==> src/rtl/vc_ctrl.sv <==
// Victim-cache controller: fully associative tag/valid store steering a line-wide data RAM.
// Evicts write the RAM in their acceptance cycle; lookups respond one cycle later, one outstanding.
module vc_ctrl #(
    parameter int VC_WAYS_EXP = 2,
    parameter int WORD_SEL    = 4,
    parameter int TAG_WT      = 26,
    parameter int LINE_DWT    = 512,
    parameter int LSU_DC_DWT  = 32,
    parameter int LSU_DC_SWT  = 4
) (
    input  logic                   clk_i,
    input  logic                   rst_i,
    input  logic                   flush_i,
    input  logic                   evict_vld_i,
    output logic                   evict_rdy_o,
    input  logic [TAG_WT-1:0]      evict_tag_i,
    input  logic [LINE_DWT-1:0]    evict_line_i,
    input  logic                   req_vld_i,
    output logic                   req_rdy_o,
    input  logic                   req_wr_i,
    input  logic [TAG_WT-1:0]      req_tag_i,
    input  logic [WORD_SEL-1:0]    req_word_i,
    input  logic [LSU_DC_SWT-1:0]  req_strobe_i,
    input  logic [LSU_DC_DWT-1:0]  req_wdata_i,
    output logic                   rsp_vld_o,
    output logic                   rsp_hit_o,
    output logic [LSU_DC_DWT-1:0]  rsp_rdata_o,
    output logic                   ram_wr_en_o,
    output logic                   ram_wr_line_en_o,
    output logic [VC_WAYS_EXP-1:0] ram_wr_way_o,
    output logic [WORD_SEL-1:0]    ram_wr_word_en_o,
    output logic [LSU_DC_SWT-1:0]  ram_wr_data_strobe_o,
    output logic [LINE_DWT-1:0]    ram_wr_data_o,
    output logic                   ram_rd_en_o,
    output logic [VC_WAYS_EXP-1:0] ram_rd_way_o,
    output logic [WORD_SEL-1:0]    ram_rd_word_en_o,
    input  logic [LSU_DC_DWT-1:0]  ram_rd_word_i
);

    localparam int VC_WAYS = 2**VC_WAYS_EXP;

    typedef enum logic [0:0] {ST_IDLE, ST_RESP} state_t;

    state_t                   r_state;
    logic [VC_WAYS-1:0]       r_valid;
    logic [TAG_WT-1:0]        r_tag [VC_WAYS];
    logic [VC_WAYS_EXP-1:0]   r_rr_ptr;
    logic                     r_hit;
    logic                     r_load;

    logic                     w_ev_match;
    logic [VC_WAYS_EXP-1:0]   w_ev_match_way;
    logic                     w_inv_any;
    logic [VC_WAYS_EXP-1:0]   w_inv_way;
    logic                     w_hit;
    logic [VC_WAYS_EXP-1:0]   w_hit_way;
    logic [VC_WAYS_EXP-1:0]   w_victim;
    logic                     w_evict_acc;
    logic                     w_req_acc;

    // Descending scan so the lowest-index way wins every priority search.
    always_comb begin
        w_ev_match     = 1'b0;
        w_ev_match_way = '0;
        w_inv_any      = 1'b0;
        w_inv_way      = '0;
        w_hit          = 1'b0;
        w_hit_way      = '0;
        for (int i = VC_WAYS-1; i >= 0; i--) begin
            if (r_valid[i] && (r_tag[i] == evict_tag_i)) begin
                w_ev_match     = 1'b1;
                w_ev_match_way = VC_WAYS_EXP'(i);
            end
            if (!r_valid[i]) begin
                w_inv_any = 1'b1;
                w_inv_way = VC_WAYS_EXP'(i);
            end
            if (r_valid[i] && (r_tag[i] == req_tag_i)) begin
                w_hit     = 1'b1;
                w_hit_way = VC_WAYS_EXP'(i);
            end
        end
    end

    assign w_victim    = w_ev_match ? w_ev_match_way : (w_inv_any ? w_inv_way : r_rr_ptr);
    assign evict_rdy_o = !rst_i && (r_state == ST_IDLE) && !flush_i;
    assign req_rdy_o   = evict_rdy_o && !evict_vld_i;
    assign w_evict_acc = evict_vld_i && evict_rdy_o;
    assign w_req_acc   = req_vld_i && req_rdy_o;

    always_comb begin
        ram_wr_en_o          = 1'b0;
        ram_wr_line_en_o     = 1'b0;
        ram_wr_way_o         = '0;
        ram_wr_word_en_o     = '0;
        ram_wr_data_strobe_o = '0;
        ram_wr_data_o        = '0;
        ram_rd_en_o          = 1'b0;
        ram_rd_way_o         = '0;
        ram_rd_word_en_o     = '0;
        if (w_evict_acc) begin
            ram_wr_en_o      = 1'b1;
            ram_wr_line_en_o = 1'b1;
            ram_wr_way_o     = w_victim;
            ram_wr_data_o    = evict_line_i;
        end else if (w_req_acc && w_hit && req_wr_i) begin
            ram_wr_en_o          = 1'b1;
            ram_wr_way_o         = w_hit_way;
            ram_wr_word_en_o     = req_word_i;
            ram_wr_data_strobe_o = req_strobe_i;
            ram_wr_data_o        = LINE_DWT'(req_wdata_i);
        end else if (w_req_acc && w_hit) begin
            ram_rd_en_o      = 1'b1;
            ram_rd_way_o     = w_hit_way;
            ram_rd_word_en_o = req_word_i;
        end
    end

    always_ff @(posedge clk_i or posedge rst_i) begin
        if (rst_i) begin
            r_state  <= ST_IDLE;
            r_valid  <= '0;
            r_rr_ptr <= '0;
            r_hit    <= 1'b0;
            r_load   <= 1'b0;
            for (int i = 0; i < VC_WAYS; i++) begin
                r_tag[i] <= '0;
            end
        end else begin
            case (r_state)
                ST_IDLE: begin
                    if (w_evict_acc) begin
                        r_valid[w_victim] <= 1'b1;
                        r_tag[w_victim]   <= evict_tag_i;
                        if (!w_ev_match && !w_inv_any) begin
                            r_rr_ptr <= r_rr_ptr + 1'b1;
                        end
                    end else if (w_req_acc) begin
                        r_state <= ST_RESP;
                        r_hit   <= w_hit;
                        r_load  <= !req_wr_i;
                    end
                end
                default: begin
                    r_state <= ST_IDLE;
                end
            endcase
            // Flush never touches the captured response flags.
            if (flush_i) begin
                r_valid  <= '0;
                r_rr_ptr <= '0;
            end
        end
    end

    assign rsp_vld_o   = (r_state == ST_RESP);
    assign rsp_hit_o   = rsp_vld_o && r_hit;
    assign rsp_rdata_o = (rsp_vld_o && r_hit && r_load) ? ram_rd_word_i : '0;

endmodule
==> config.mk <==
export PLATFORM = sky130hd
export DESIGN_NAME = vc_ctrl
export DESIGN_NICKNAME = d
export VERILOG_FILES = /design/src/rtl/vc_ctrl.sv
export SDC_FILE = /design/constraint.sdc
export NUM_CORES = 1
export LEC_CHECK = 0
export ABC_AREA = 1
export CAP_MARGIN = 25
export CORE_AREA = 2 2 474 476
export CTS_BUF_LIST = sky130_fd_sc_hd__clkbuf_8 sky130_fd_sc_hd__clkbuf_16
export DETAILED_ROUTE_END_ITERATION = 10
export DIE_AREA = 0 0 476 478
export GPL_TIMING_DRIVEN = 1
export SYNTH_ARGS = -nofsm -noshare
export SYNTH_HDL_FRONTEND = slang
export SYNTH_SLANG_ARGS = --single-unit
==> constraint.sdc <==
create_clock -name clk_i -period 5.1 [get_ports clk_i]
set_clock_uncertainty 0.2 [all_clocks]
set_input_delay 1.02 -clock clk_i [delete_from_list [all_inputs] [get_ports clk_i]]
set_output_delay 1.02 -clock clk_i [all_outputs]
set_load 0.005 [all_outputs]
== Word-level counts from Yosys, hierarchy flattened ==
Index checks and enable logic that the tools add are counted.

* Output and inout bits: 567
* Word-level logic and storage cells: 121
* Input port bits: 642
* ROM bits: 0
* Flip-flop bits (word level): 113
* Bits in writable memories: 0
* Bits in latches: 0
* Memories kept: 0

* Equal/unequal tests: 9
* $mul: 0
* Div/mod/pow operators: 0
* Mux-type cells: 62
* Reduce and logical (&&, ||, !) cells: 32
* Add/sub/neg operators: 1
* Bitwise logic cells: 4
* $lt $le $gt $ge: 4
* Shifts and indexed selects: 0

{| class="wikitable"
|+ Operators by type and width
! cell !! count
|-
| 512-bit two-way mux || 1
|-
| 26-bit equality test || 8
|-
| 104-bit bitwise mux || 1
|-
| 32-bit two-way mux || 2
|-
| 26-bit demux with 2-bit select || 1
|-
| 2-bit two-way mux || 23
|-
| 4-bit two-way mux || 10
|-
| 26-bit two-way mux || 1
|-
| 1-bit two-way mux || 22
|-
| 1-bit logical AND || 20
|-
| 1-bit zero test || 6
|-
| 3-bit AND reduction || 2
|-
| 4-bit OR || 1
|-
| 2-bit AND reduction || 2
|-
| 2-bit nonzero test || 2
|-
| 3-bit >= comparator, second input constant || 1
|-
| 2-bit by 3-bit less-than comparator with 1-bit output, second input constant || 1
|-
| 3-bit by 1-bit less-than comparator with 1-bit output, second input constant || 1
|-
| 2-bit NOT with 3-bit output || 1
|-
| 2-bit by 1-bit adder with 2-bit output, second input constant || 1
|-
| 1-bit demux with 2-bit select || 1
|-
| 2-bit by 1-bit >= comparator with 1-bit output, second input constant || 1
|-
| 2-bit inequality test, second input constant || 1
|-
| 1-bit NOT || 2
|}

== Depth between registers and ports, before layout ==
* Depth after elaboration: 15
* Mapped depth: 19
* Mapped depth without buffers: 16

== Least setup slack after synthesis ==
Ideal clock, no wire load.

* Kind: input to output
* Start: input req_tag_i[0]
* End: output ram_wr_data_o[23]
* Arrival time: 2.416 ns
* Buffers on the path: 2
* Stages on the path: 13
* Required time: 3.880 ns
* Setup slack: 1.464 ns
* Cell sequence: clkbuf_1 > xnor2_1 > nand2_1 > nor3_1 > nand2_1 > nor2_1 > nand2_1 > nand2_1 > nor2_1 > nor2_2 > buf_2 > nand3_1 > nand2_1

* Word-level cells in the longest chain between the ends: 10
* Elaborated cells between the ends (all ways): 16
* Those cells by class: 4 x eq/ne; 6 x mux; 6 x reduce/logical

{| class="wikitable"
|+ Ends and longest elaborated chain
! element !! line !! text
|-
| start: declaration || 21 || <nowiki>input logic [TAG_WT-1:0] req_tag_i,</nowiki>
|-
| 26-bit equality test || 78 || <nowiki>if (r_valid[i] && (r_tag[i] == req_tag_i)) begin</nowiki>
|-
| 1-bit logical AND || 78 ||
|-
| 1-bit two-way mux (3 in a row) || 78 ||
|-
| 1-bit two-way mux (*) || 78 ||
|-
| 1-bit logical AND (*) (2 in a row) || 106 || <nowiki>end else if (w_req_acc && w_hit && req_wr_i) begin</nowiki>
|-
| 32-bit two-way mux (*) || 106 ||
|-
| 512-bit two-way mux (*) || 101 || <nowiki>if (w_evict_acc) begin</nowiki>
|-
| end: declaration || 33 || <nowiki>output logic [LINE_DWT-1:0] ram_wr_data_o,</nowiki>
|}

Mark *: on every way between the ends. The rest lies on a longest branch, timed or not.

== Worst setup path in the final report ==
* Start: input req_tag_i[16]
* End: output ram_wr_data_o[5]

The elaborated chain is that of the path after synthesis.

==> results_dict.tcl <==
set metrics [dict create \
    outcome "finished clean" \
    fin_setup_tns_ps 0 \
    hold_viol_final 0 \
    synth.most_common_cell "nand2_1" \
    yosysTopAreaCell "nand2_1" \
    ir_drop_mv 0.167 \
    ios 1209 \
    numCtsBuffers 17 \
    hold_buffers 0 \
    crit_chain "clkdlybuf4s50_1 -> inv_1 -> nand2_1 -> nand4_1 -> nor3_1 -> nand2_1 -> nor2_1 -> nand2_1 -> nand2_2 -> nor2_2 -> buf_6 -> nor2_4 -> buf_12 -> buf_16 -> nand3_1 -> nand2_1 -> clkdlybuf4s50_1" \
    place_inst 7037 \
    cp_slowest_cell "clkdlybuf4s50_1" \
    hold_class "reg2reg" \
    yosysSeqAreaShare_pct 20.3 \
    worst_slack_ps 97.2 \
    clock-root-buffer "clkbuf_16" \
    syn_nets 3411 \
    avgSynthCellArea_um2 5.03 \
    min_period_ps 5000 \
    critPathKind "in2out" \
    cts_sinks 113 \
    path_max_fanout 7 \
    die_area_um2 228000 \
    grt.overflow.total 0 \
    yosysTopAreaCellShare_pct 20.7 \
    hold_depth 2 \
    crit_arrival_ps 3780 \
    async_reset_ff_share_pct 100 \
    max-cap-violations 0 \
    port_buffers 1208 \
    layout.nets 4723 \
    max_freq_mhz 200 \
    postRouteAntennaNets 0 \
    routedWlPerCell_um 42.2 \
    cts.path.max_buffers 2 \
    grt_antenna_before_repair 418 \
    grt_max_degree 111 \
    core_area_um2 223000 \
    gr-usage-all-layers_pct 25.4 \
    rsz0062_at_grt "true" \
    path_clk_slew_ps 60 \
    slew_viol_final 0 \
    num_rows 174 \
    synthSimpleGateAreaFrac_pct 45.7 \
    critPathLaunchType "primary input" \
    path_common_cell "nand2_1" \
    die_x_um 476 \
    viasPerCell 3.46 \
    cellLeakagePower_nw 17.0 \
    reg2reg_depth 17 \
    gp_congestion 0.906 \
    setup_violations 0 \
    route.detailed.drc 0 \
    synthMuxAreaShare_pct 0 \
    synthFlopType "dfrtp_1" \
    hold_slack_ps 289 \
    synth_fa_ha_area_share_pct 0 \
    power_mw 5.05 \
    preCtsSetupSlack_ps -602 \
    critPathMaxStageDelay_ps 590 \
    fin_area_um2 34300 \
    tritoncts "done" \
    placed_area_um2 33200 \
    dpl.hpwl_um 281000 \
    htree_levels 4 \
    yosys_warnings 0 \
    slew_headroom_pct 52.4 \
    finalCritPeriodShare_pct 98.1 \
    netlist_instances 2769 \
    grt_pass1_wl_um 346000 \
    synth_compound_area_share_pct 5.65 \
    cp.required_ps 3880 \
    vias 24700 \
    netlist_area_um2 13900 \
    fin_util_pct 15.3 \
    drt_iter0_drc 2324 \
    yosys-top-cells-count "nand2_1, inv_1, nor2_1" \
    cp-end-kind "output port" \
    synth-xor-area-share_pct 3.02 \
    die_h_um 478 \
    first_pass_iters 6 \
    layoutNonFillerInstCount 7136 \
    worst_slew_pin_slew_ps 711 \
    drive_gt1_share_pct 14.8 \
    synth_area_leaders "nand2_1, dfrtp_1, inv_1, nor2_1, nand3_1" \
    num-fill-cells 25900 \
    power_density_nw_per_um2 147 \
    clock_latency_ps 450 \
    ys_ff_latch 113 \
    synth_top_family_by_area "simple AND/OR/NAND/NOR gates" \
    start_util_pct 6.25 \
    syn_to_final_growth_pct 146 \
    grt_pass1_vias 22300 \
    finalWirelength_um 301000 \
    synth_edf_count 0 \
    yosysUniqueCellTypes 34 \
]
[cell type report]
cell class / count / area (um2) / share of cell area [%]
Tap cell: 2992 / 3740 / 10.9
Sequential cell: 113 / 2830 / 8.26
Clock inverter: 15 / 120 / 0.351
Clock buffer: 17 / 425 / 1.24
Inverter: 747 / 2820 / 8.24
Timing Repair Buffer: 1416 / 16500 / 48.2
Antenna cell: 50 / 125 / 0.365
Multi-Input combinational cell: 1786 / 7680 / 22.4
[where the power goes]
part / switching (mW) / internal, mW / total, mW
clock: 0.539 / 0.633 / 1.17
combinational: 1.40 / 1.14 / 2.54
sequential: 0.313 / 1.03 / 1.34
total: 2.25 / 2.80 / 5.05
[worst max-delay path, delay by kind of cell]
| family | cells | cell delay (ps) |
|---|---|---|
| buffers and inverters | 6 | 1660 |
| AND/OR/NAND/NOR | 11 | 1040 |
[flip-flops by register name, summed over array words and instances, names as in the netlist]
name	cells
r_tag	104
r_rr_ptr	2
rsp_vld_o	1
r_valid	4
r_hit	1
r_load	1
[path summary, 6_finish.rpt]
kind | from | endpoint | slack [ps]
setup / recovery | req_tag_i[16] | ram_wr_data_o[5] | 100
hold / removal | r_hit | r_hit | 290
setup reg to reg | r_tag[5] | r_tag[65] | 1750
hold reg to reg | r_hit | r_hit | 290
max in group asynchronous | rst_i | r_tag[0] | 3040
min in group asynchronous | rst_i | r_tag[24] | 860
[routing by layer]
layer / wire length (um) / vias to the layer above / share of wire, % / track usage, %
li1: - / 10500 / - / -
met1: 96400 / 11200 / 32 / 24.5
met2: 145000 / 2162 / 48 / 44.4
met3: 44400 / 786 / 15 / 15.2
met4: 14500 / 74 / 4.8 / 8.61
met5: 491 / - / 0.16 / 0
[logic make-up (layout without fill, tap and decap cells)]
kind of cell,count (synthesis),count (layout)
xor gates and xnor gates,48,48
AOI/OAI and AO/OA,127,127
DFF,113,113
buffers and inverters,870,2195
other,0,50
and+or+nand+nor,1611,1611
[cell usage in the layout (no fill, tap or decap), types with 4 or more instances in the layout]
master             n
nand2_4            4
buf_12           274
nand2_1          757
nor2_1           666
nand3b_1           4
nand3_2            6
o21ai_1            6
buf_4            212
inv_1            715
o22ai_1           14
o21bai_1          52
nand3_1          115
diode_2           50
dlygate4sd2_1     17
clkbuf_16         18
nor3_1             6
a21oi_1           11
clkdlybuf4s50_1  873
dfrtp_1          113
inv_2             27
xnor2_1           37
o21ai_0           41
dlymetal6s2s_1    26
nand2_2           12
nand4_1           19
nor2_4             4
clkinvlp_4         4
buf_6              8
inv_6             10
nor2_2            10
xor2_1            11
[timing repair]
action,4_1_cts,5_1_grt
setup buffers,11,5
setup endpoints to repair,47,39
pin swaps,16,16
gates cloned,1,1
gates resized for setup,49,45
(Power assumes the default switching activity.)
